[src/rtl/npc_pkg.sv]
// npc_pkg: shared definitions for the NPC multi-cycle sequencer.
//  - seq_state_e : 3-bit sequencer state encoding
//  - NPC_TIMEOUT_CYC : default PMEM wait timeout in cycles (0 disables)
//  - PMEM op constants for the request fetch/wen fields
package npc_pkg;

    typedef enum logic [2:0] {
        ST_FETCH_REQ,
        ST_FETCH_WAIT,
        ST_EXEC,
        ST_MEM_REQ,
        ST_MEM_WAIT,
        ST_WB,
        ST_HALT,
        ST_ERROR
    } seq_state_e;

    localparam int unsigned NPC_TIMEOUT_CYC = 255;

    localparam logic PMEM_OP_FETCH = 1'b1;
    localparam logic PMEM_OP_DATA  = 1'b0;
    localparam logic PMEM_WEN_RD   = 1'b0;
    localparam logic PMEM_WEN_WR   = 1'b1;

endpackage

[src/rtl/npc_seq_timeout.sv]
// npc_seq_timeout: wait-cycle counter for the sequencer's PMEM wait states.
//  clk, rst : clock, asynchronous active-high reset
//  clear    : zero the counter (held while a request is being presented)
//  inc      : count one wait cycle
//  expired  : this wait cycle is the LIMIT-th one without a response
// LIMIT = 0 disables expiry. TO_W must be able to hold LIMIT.
module npc_seq_timeout #(
    parameter int unsigned TO_W  = 8,
    parameter int unsigned LIMIT = 255
) (
    input  logic clk,
    input  logic rst,
    input  logic clear,
    input  logic inc,
    output logic expired
);

    localparam logic [TO_W:0] LIM = (TO_W + 1)'(LIMIT);

    logic [TO_W-1:0] cnt;

    always_ff @(posedge clk or posedge rst) begin
        if (rst)        cnt <= '0;
        else if (clear) cnt <= '0;
        else if (inc)   cnt <= cnt + 1'b1;
    end

    // cnt holds completed wait cycles; this cycle is number cnt+1.
    assign expired = (LIMIT != 0) && inc && (({1'b0, cnt} + 1'b1) == LIM);

endmodule

[src/rtl/npc_multicycle_sequencer.sv]
// npc_multicycle_sequencer: steps each instruction through fetch, execute,
// optional memory access and writeback over one shared PMEM request port,
// gating register-file write and PC update so each instruction retires once.
//  clk, rst                 : clock, asynchronous active-high reset
//  dec_load/store/wreg/halt : decoded instruction attributes
//  mem_req_valid/ready      : PMEM request handshake
//  mem_req_fetch/wen        : request type (fetch at PC / data, store)
//  mem_rsp_valid            : PMEM response pulse
//  ir_we, ld_we             : instruction / load-data register latch pulses
//  rf_we, pc_we, retire     : writeback strobes
//  halted, bus_err          : sticky terminal status
// Optional: NPC_PERF_CNT_EN adds perf_cycles / perf_instret counters.
module npc_multicycle_sequencer
    import npc_pkg::*;
#(
    parameter int unsigned TIMEOUT_CYC = NPC_TIMEOUT_CYC,
    parameter int unsigned TO_W        = 8
`ifdef NPC_PERF_CNT_EN
    ,
    parameter int unsigned PERF_W      = 64
`endif
) (
    input  logic clk,
    input  logic rst,
    input  logic dec_load,
    input  logic dec_store,
    input  logic dec_wreg,
    input  logic dec_halt,
    output logic mem_req_valid,
    input  logic mem_req_ready,
    output logic mem_req_fetch,
    output logic mem_req_wen,
    input  logic mem_rsp_valid,
    output logic ir_we,
    output logic ld_we,
    output logic rf_we,
    output logic pc_we,
    output logic retire,
    output logic halted,
    output logic bus_err
`ifdef NPC_PERF_CNT_EN
    ,
    output logic [PERF_W-1:0] perf_cycles,
    output logic [PERF_W-1:0] perf_instret
`endif
);

    seq_state_e state, state_nxt;
    logic       req_st, wait_st, to_exp, live;

    assign req_st  = (state == ST_FETCH_REQ) || (state == ST_MEM_REQ);
    assign wait_st = (state == ST_FETCH_WAIT) || (state == ST_MEM_WAIT);

    // Clearing for the whole request phase is equivalent to clearing on
    // entry to the wait state, since the two phases always alternate.
    npc_seq_timeout #(
        .TO_W  (TO_W),
        .LIMIT (TIMEOUT_CYC)
    ) u_timeout (
        .clk     (clk),
        .rst     (rst),
        .clear   (req_st),
        .inc     (wait_st),
        .expired (to_exp)
    );

    // A response outside a wait state is spurious and wins over any other
    // transition; in a wait state a response wins over expiry.
    always_comb begin
        state_nxt = state;
        case (state)
            ST_FETCH_REQ:  if (mem_rsp_valid)      state_nxt = ST_ERROR;
                           else if (mem_req_ready) state_nxt = ST_FETCH_WAIT;
            ST_FETCH_WAIT: if (mem_rsp_valid)      state_nxt = ST_EXEC;
                           else if (to_exp)        state_nxt = ST_ERROR;
            ST_EXEC:       if (mem_rsp_valid)      state_nxt = ST_ERROR;
                           else if (dec_halt)      state_nxt = ST_HALT;
                           else if (dec_load || dec_store)
                                                   state_nxt = ST_MEM_REQ;
                           else                    state_nxt = ST_WB;
            ST_MEM_REQ:    if (mem_rsp_valid)      state_nxt = ST_ERROR;
                           else if (mem_req_ready) state_nxt = ST_MEM_WAIT;
            ST_MEM_WAIT:   if (mem_rsp_valid)      state_nxt = ST_WB;
                           else if (to_exp)        state_nxt = ST_ERROR;
            ST_WB:         if (mem_rsp_valid)      state_nxt = ST_ERROR;
                           else                    state_nxt = ST_FETCH_REQ;
            default:                               state_nxt = state;
        endcase
    end

    always_ff @(posedge clk or posedge rst) begin
        if (rst) state <= ST_FETCH_REQ;
        else     state <= state_nxt;
    end

    // The state already sits in FETCH_REQ during reset; masking with rst keeps
    // every output at 0 until release, so the first request appears right after.
    assign live = !rst;

    assign mem_req_valid = live && req_st;
    assign mem_req_fetch = live && ((state == ST_FETCH_REQ) ? PMEM_OP_FETCH : PMEM_OP_DATA);
    assign mem_req_wen   = live && ((state == ST_MEM_REQ && dec_store) ? PMEM_WEN_WR : PMEM_WEN_RD);
    assign ir_we         = live && (state == ST_FETCH_WAIT) && mem_rsp_valid;
    assign ld_we         = live && (state == ST_MEM_WAIT) && mem_rsp_valid && dec_load;
    assign rf_we         = live && (state == ST_WB) && dec_wreg;
    assign pc_we         = live && (state == ST_WB);
    assign retire        = live && (state == ST_WB);
    assign halted        = live && (state == ST_HALT);
    assign bus_err       = live && (state == ST_ERROR);

`ifdef NPC_PERF_CNT_EN
    always_ff @(posedge clk or posedge rst) begin
        if (rst) begin
            perf_cycles  <= '0;
            perf_instret <= '0;
        end else begin
            if (state != ST_HALT && state != ST_ERROR) perf_cycles <= perf_cycles + 1'b1;
            if (state == ST_WB) perf_instret <= perf_instret + 1'b1;
        end
    end
`endif

endmodule

[config.mk]
export PLATFORM = sky130hd
export DESIGN_NAME = npc_multicycle_sequencer
export DESIGN_NICKNAME = d
export VERILOG_FILES = /design/src/rtl/npc_pkg.sv /design/src/rtl/npc_seq_timeout.sv /design/src/rtl/npc_multicycle_sequencer.sv
export SDC_FILE = /design/constraint.sdc
export NUM_CORES = 1
export LEC_CHECK = 0
export BUFFER_PORTS_ARGS = -buffer_cell sky130_fd_sc_hd__buf_2
export CAP_MARGIN = 30
export CORE_ASPECT_RATIO = 0.5
export CORE_MARGIN = 2
export CORE_UTILIZATION = 30
export DETAILED_ROUTE_END_ITERATION = 16
export RECOVER_POWER = 25
export SLEW_MARGIN = 40
export SYNTH_ARGS = -nofsm -noshare
export SYNTH_HDL_FRONTEND = slang
export SYNTH_SLANG_ARGS = --single-unit
[constraint.sdc]
create_clock -name clk -period 3 [get_ports clk]
set_clock_uncertainty 0.1 [all_clocks]
set_input_delay 0.15 -clock clk [delete_from_list [all_inputs] [get_ports clk]]
set_output_delay 0.15 -clock clk [all_outputs]
set_load 0.05 [all_outputs]
# Yosys cells after proc, flatten, opt, wreduce, memory -nomap -nowiden

Cells that the tools add are included.

$add $sub $neg: 2
Eq/ne operators: 10
Multiplexer cells: 16
Reductions and logical operators: 22

Operators by type and width:

| kind                                                                  | number |
|---|---|
| 3-bit 2-to-1 mux                                                      | 11 |
| 3-bit one-hot mux with 6 select lines                                 | 1 |
| 8-bit 2-to-1 mux                                                      | 2 |
| 1-bit logical AND                                                     | 14 |
| 3-bit equality test, second input constant                            | 4 |
| 8-bit by 1-bit adder with 9-bit output, second input constant         | 1 |
| 9-bit by 8-bit equality test with 1-bit output, second input constant | 1 |
| 8-bit by 1-bit adder with 8-bit output, second input constant         | 1 |
| 3-bit by 2-bit equality test with 1-bit output, second input constant | 2 |
| 3-bit != test, second input constant                                  | 2 |
| 6-bit nonzero test                                                    | 1 |
| 3-bit by 1-bit equality test with 1-bit output, second input constant | 1 |
| 3-bit logical NOT                                                     | 1 |
| 1-bit logical OR                                                      | 3 |
| 3-bit AND reduction                                                   | 1 |
| 1-bit 2-to-1 mux                                                      | 2 |
| 2-bit nonzero test                                                    | 1 |
| 1-bit logical NOT                                                     | 1 |

Register bits: 11
Input bits: 8
Output and inout bits: 10
Logic and storage cells: 52

# Longest topological paths before layout

Word-level depth: 6
Gate-level depth with buffers: 7
Depth with buffers taken out: 6

# Cells and area by module

From an unflattened synthesis, not the netlist that was laid out.

Cells, all modules: 114
Area, all modules: 944.7 um^2

Modules (own cells, without submodules):

| module                   | times used | cells an instance | area each (um^2) |
|---|---|---|---|
| npc_multicycle_sequencer | 1          | 65                | 483.0 |
| npc_seq_timeout          | 1          | 49                | 461.7 |

# Worst setup path after synthesis

Ideal clock, no wire load.

Path kind: reg2out
Start point: reg state[1]
End point: out mem_req_fetch
Arrival time: 2,294 ps
Slack: 456 ps
Stages on the path, launching flop included: 4
Path buffers: 2
Cells stage by stage: dfrtp_1 -> clkbuf_1 -> clkbuf_1 -> nor4_1

Word-level cells in the longest chain between the ends: 3

Ends and longest elaborated chain:

| what                   | RTL line                        | source |
|---|---|---|
| from (decl)            | npc_multicycle_sequencer.sv:48  | `seq_state_e state, state_nxt;` |
| from (signal assigned) | npc_multicycle_sequencer.sv:93  | `else state <= state_nxt;` |
| 3-bit logical NOT      | npc_multicycle_sequencer.sv:101 | `assign mem_req_fetch = live && ((state == ST_FETCH_REQ) ? PMEM_OP_FETCH : PMEM_OP_DATA);` |
| 1-bit 2-to-1 mux       | npc_multicycle_sequencer.sv:101 |  |
| 1-bit logical AND      | npc_multicycle_sequencer.sv:101 |  |
| to (decl)              | npc_multicycle_sequencer.sv:31  | `output logic mem_req_fetch,` |

Every way passes these cells.

# Final worst setup path

Start point: reg u_timeout.cnt[0]
End point: reg state[1]

Word-level cells in the longest chain between the ends: 6
Elaborated cells between the ends (all ways): 7
Those cells by class: add/sub (1); eq/ne (1); mux (4); reduce/logical (1)

Ends and longest elaborated chain:

| what                                               | RTL line              | source |
|---|---|---|
| from (decl)                                        | npc_seq_timeout.sv:20 | `logic [TO_W-1:0] cnt;` |
| from (signal assigned)                             | npc_seq_timeout.sv:25 | `else if (inc) cnt <= cnt + 1'b1;` |
| 8-bit by 1-bit adder with 9-bit output (*)         | npc_seq_timeout.sv:29 | `assign expired = (LIMIT != 0) && inc && (({1'b0, cnt} + 1'b1) == LIM);` |
| 9-bit by 8-bit equality test with 1-bit output (*) | npc_seq_timeout.sv:29 |  |
| 1-bit logical AND (*)                              | npc_seq_timeout.sv:29 |  |
| 3-bit 2-to-1 mux (*)                               | --                    |  |
| 3-bit 2-to-1 mux, on equally long branches         | --                    |  |
| 3-bit one-hot mux with 6 select lines (*)          | --                    |  |

Every way passes the cells marked *; elsewhere a longest branch is shown, timed or not.
A chain may end at the register's enable or synchronous reset.

==> Implementation_results.wiki <==
{| class="wikitable"
! Metric !! Value
|-
| Row count || 14
|-
| Maximum fanout encountered on the critical timing path || 10
|-
| Detail-routed via count per cell || around 5.5
|-
| Leakage power || 0.4783 nW
|-
| Hold slack final || 0.2133 ns
|-
| Via Count || 1050
|-
| Setup tns final || 0 ns
|-
| Overflow left after global routing || 0
|-
| Most used standard cell by instance count after synthesis || sky130_fd_sc_hd__o21ai_0
|-
| CP Cell Sequence || ha_1 > xnor2_1 > or4b_1 > a21oi_1 > or4b_4 > o21ai_1
|-
| Dominant synthesized flop cell || sky130_fd_sc_hd__dfrtp_1
|-
| Fin. Hold Viols || 0
|-
| Count of placed standard cells in the final layout, fillers left out || between 150 and 200
|-
| Maximum number of pins on one net before global-route repair || 25
|-
| Post-synthesis cell type count || 39
|-
| Vias in the first global route || about 900
|-
| DR pass1 iterations || 4
|-
| Register area share after synthesis || 0.2703
|-
| Family of cells with the greatest summed delay on the critical path || simple AND/OR/NAND/NOR gates
|-
| Yosys warning total || 0
|-
| Worst Slack Setup Final || about 0.65 ns
|-
| Count of flip-flops with a built-in enable after synthesis || 0
|-
| Req. time, crit path || 3.06 ns
|-
| Core outline area || roughly 3100 sq um
|-
| Synth cell count leaders || sky130_fd_sc_hd__o21ai_0 (18), sky130_fd_sc_hd__nor2_1 (13), sky130_fd_sc_hd__nand2_1 (12), sky130_fd_sc_hd__dfrtp_1 (11), sky130_fd_sc_hd__clkbuf_1 (9)
|-
| Setup-violating endpoint count in the final report || 0
|-
| Top area cells in the synthesized netlist || sky130_fd_sc_hd__dfrtp_1 (27%), sky130_fd_sc_hd__o21ai_0 (8.8%), sky130_fd_sc_hd__nor2_1 (4.8%)
|-
| Status || finished, final reports clean
|-
| Fraction of final layout cells with drive strength greater than 1 || 0.1733
|-
| Type of element capturing the critical path || flip-flop
|-
| Dpl cells || between 150 and 200
|-
| Clk buf depth || 2
|-
| DRC violations left || 0
|-
| Clock tree from TritonCTS || built
|-
| Biggest area consumer among synthesized cells || sky130_fd_sc_hd__dfrtp_1
|-
| Least-Margin Pin Slew || between 0.4 and 0.5 ns
|-
| Power density normalized to cell area || around 530 nW/um^2
|-
| Post-synthesis cell count || between 100 and 150
|-
| Clk root buf || sky130_fd_sc_hd__clkbuf_8
|-
| Critical path launch point type || flip-flop
|-
| Share of the synthesized area in the top cell type || 0.2703
|-
| Worst slack, placed || approximately 0.67 ns
|-
| H-tree lvl count || 1
|-
| Achievable frequency || roughly 430 MHz
|-
| Post-DP HPWL || between 1.5 and 2 mm
|-
| Slowest CP cell || sky130_fd_sc_hd__or4b_4
|-
| # Max-Cap Violations || 0
|-
| Clock latency on the worst-skew pair || roughly 0.24 ns
|-
| Gpl congestion || slightly below 0.8
|-
| Count of pins over their slew limit || 0
|-
| Critical path class || reg2reg
|-
| Full die area || 3905 sq um
|-
| Chip Width || a little under 90 um
|-
| Routed Antenna Nets || 0
|-
| Time the worst path needs with I/O delays and setup || approximately 2.3 ns
|-
| I/O Pins || 18
|-
| Unrepaired setup endpoints after global routing || no
|-
| Count of buffering cells on the critical path with inverters included || 0
|-
| Crit path arrival time || about 2.4 ns
|-
| Final cell area excluding filler cells || 1171 sq um
|-
| All-Layer GR Usage || 0.1379
|-
| Wirelength, routed || between 2 and 3 mm
|-
| Critical Path Max Stage Delay || around 0.5 ns
|-
| Synthesized netlist net count || 148
|-
| Effective utilization at floorplan || 0.3266
|-
| Post-Syn Area || approximately 1000 sq um
|-
| Fillers || between 300 and 400
|-
| Final antenna diode count || 0
|-
| DR WL/cell || 13.55 um
|-
| Net count of the finished layout || 161
|-
| P&R area growth vs syn || 14.99%
|-
| Antenna violations before repair || 0
|-
| Total CTS buffers || 3
|-
| Number of flip-flops and latches in the synthesized netlist || 11
|-
| Clk sink count || 11
|-
| # Post-CTS Setup Buffers || 0
|-
| # port buffers || 17
|-
| Worst vdd rail ir drop || roughly 0.00021 V
|-
| Placed cell area || 1117 sq um
|-
| Global-route wire length before repair || approximately 4.3 mm
|-
| Type of the worst min-delay path || in2reg
|-
| 1st-iter DRT viols || 96
|-
| Share of flip-flops with an asynchronous set or reset after synthesis || 1.000
|-
| Average cell area after synthesis || 7.380 sq um
|-
| Worst slew margin || 0.6795
|-
| Die Y || 45.20 um
|-
| Worst-path clk slew || ~0.05 ns
|-
| Final worst-path cycle share || 0.7825
|}
-- worst paths after layout --
kind                                              startpoint                            to  slack [ns]  cells past startpoint
worst max-delay path            u_timeout.cnt[0]$_DFFE_PP0P_          state[1]$_DFFE_PP0P_        0.65                      6
worst min-delay path                           mem_rsp_valid          state[2]$_DFFE_PP0P_        0.21                      3
worst max register to register  u_timeout.cnt[0]$_DFFE_PP0P_          state[1]$_DFFE_PP0P_        0.65                      6
worst min register to register  u_timeout.cnt[7]$_DFFE_PP0P_  u_timeout.cnt[7]$_DFFE_PP0P_        0.49                      2
max in group asynchronous                                rst  u_timeout.cnt[3]$_DFFE_PP0P_        2.02                      3
min in group asynchronous                                rst  u_timeout.cnt[6]$_DFFE_PP0P_        0.46                      3
-- registers in the layout, indices dropped and copies added (netlist names) --
| name | count |
|---|---|
| u_timeout.cnt | 8 |
| state | 3 |
-- power by group --
group | total (mW) | switching [mW] | internal, mW
combinational | 0.273 | 0.179 | 0.0943
clock | 0.149 | 0.0561 | 0.0934
sequential | 0.193 | 0.0277 | 0.165
total | 0.615 | 0.262 | 0.353
-- worst register-to-register path, delay by kind of cell (launching register included) --
family,cells,cell delay (ns)
AOI/OAI and AO/OA,2,0.28
xor gates and xnor gates,1,0.15
and+or+nand+nor,2,0.95
adders and majority gates,1,0.32
DFF,1,0.46
-- final cells by class --
class / instances / area [sq um] / area share
Sequential cell: 11 / 275.3 / 0.2350
Clock buffer: 4 / 45.04 / 0.03846
Inverter: 5 / 18.77 / 0.01603
Multi-Input combinational cell: 108 / 658.1 / 0.5620
Timing Repair Buffer: 22 / 123.9 / 0.1058
Tap cell: 40 / 50.05 / 0.04274
-- routing by layer --
layer	vias to the layer above	track usage	routed length, um
met1	492	0.2022	1322
met3	2	0.02377	88
met4	0	0.02813	17
met5	-	0	0
li1	532	-	-
met2	24	0.2154	1144
-- stage by stage --
stage / util / power [mW]
global placement: 0.3583 / 0.4641
detailed placement: 0.3583 / 0.4656
CTS: 0.3760 / 0.6171
finish: 0.3756 / 0.6155
global route: 0.3756 / 0.6581
floorplan: - / 0.3979
-- placed cells by master, fill, tap and decap left out, types with 3 or more instances in the layout --
cell                        n
sky130_fd_sc_hd__o21ai_0   18
sky130_fd_sc_hd__buf_2     16
sky130_fd_sc_hd__nor2_1    13
sky130_fd_sc_hd__nand2_1   12
sky130_fd_sc_hd__dfrtp_1   11
sky130_fd_sc_hd__and3_1     6
sky130_fd_sc_hd__inv_1      5
sky130_fd_sc_hd__a21oi_1    5
sky130_fd_sc_hd__o21a_1     4
sky130_fd_sc_hd__nor3_1     4
sky130_fd_sc_hd__a31oi_1    4
sky130_fd_sc_hd__buf_4      4
sky130_fd_sc_hd__o31ai_1    3
sky130_fd_sc_hd__nand3_1    3
sky130_fd_sc_hd__o21ai_1    3
sky130_fd_sc_hd__a221o_1    3
sky130_fd_sc_hd__clkbuf_8   3
-- cells by family after synthesis --
logic type | Yosys count | synth area share
adders and majority gates | 2 | 0.02457
buffers and inverters | 19 | 0.08353
and+or+nand+nor | 54 | 0.2826
xor gates and xnor gates | 5 | 0.05038
DFF | 11 | 0.2703
AOI/OAI and AO/OA | 47 | 0.2887
-- timing repair --
item                      in CTS  in global routing
gates resized for setup        0                  0
hold endpoints to repair      11                  0
hold buffers                   1                  0
No activity file was read; power rests on OpenSTA's default activity.
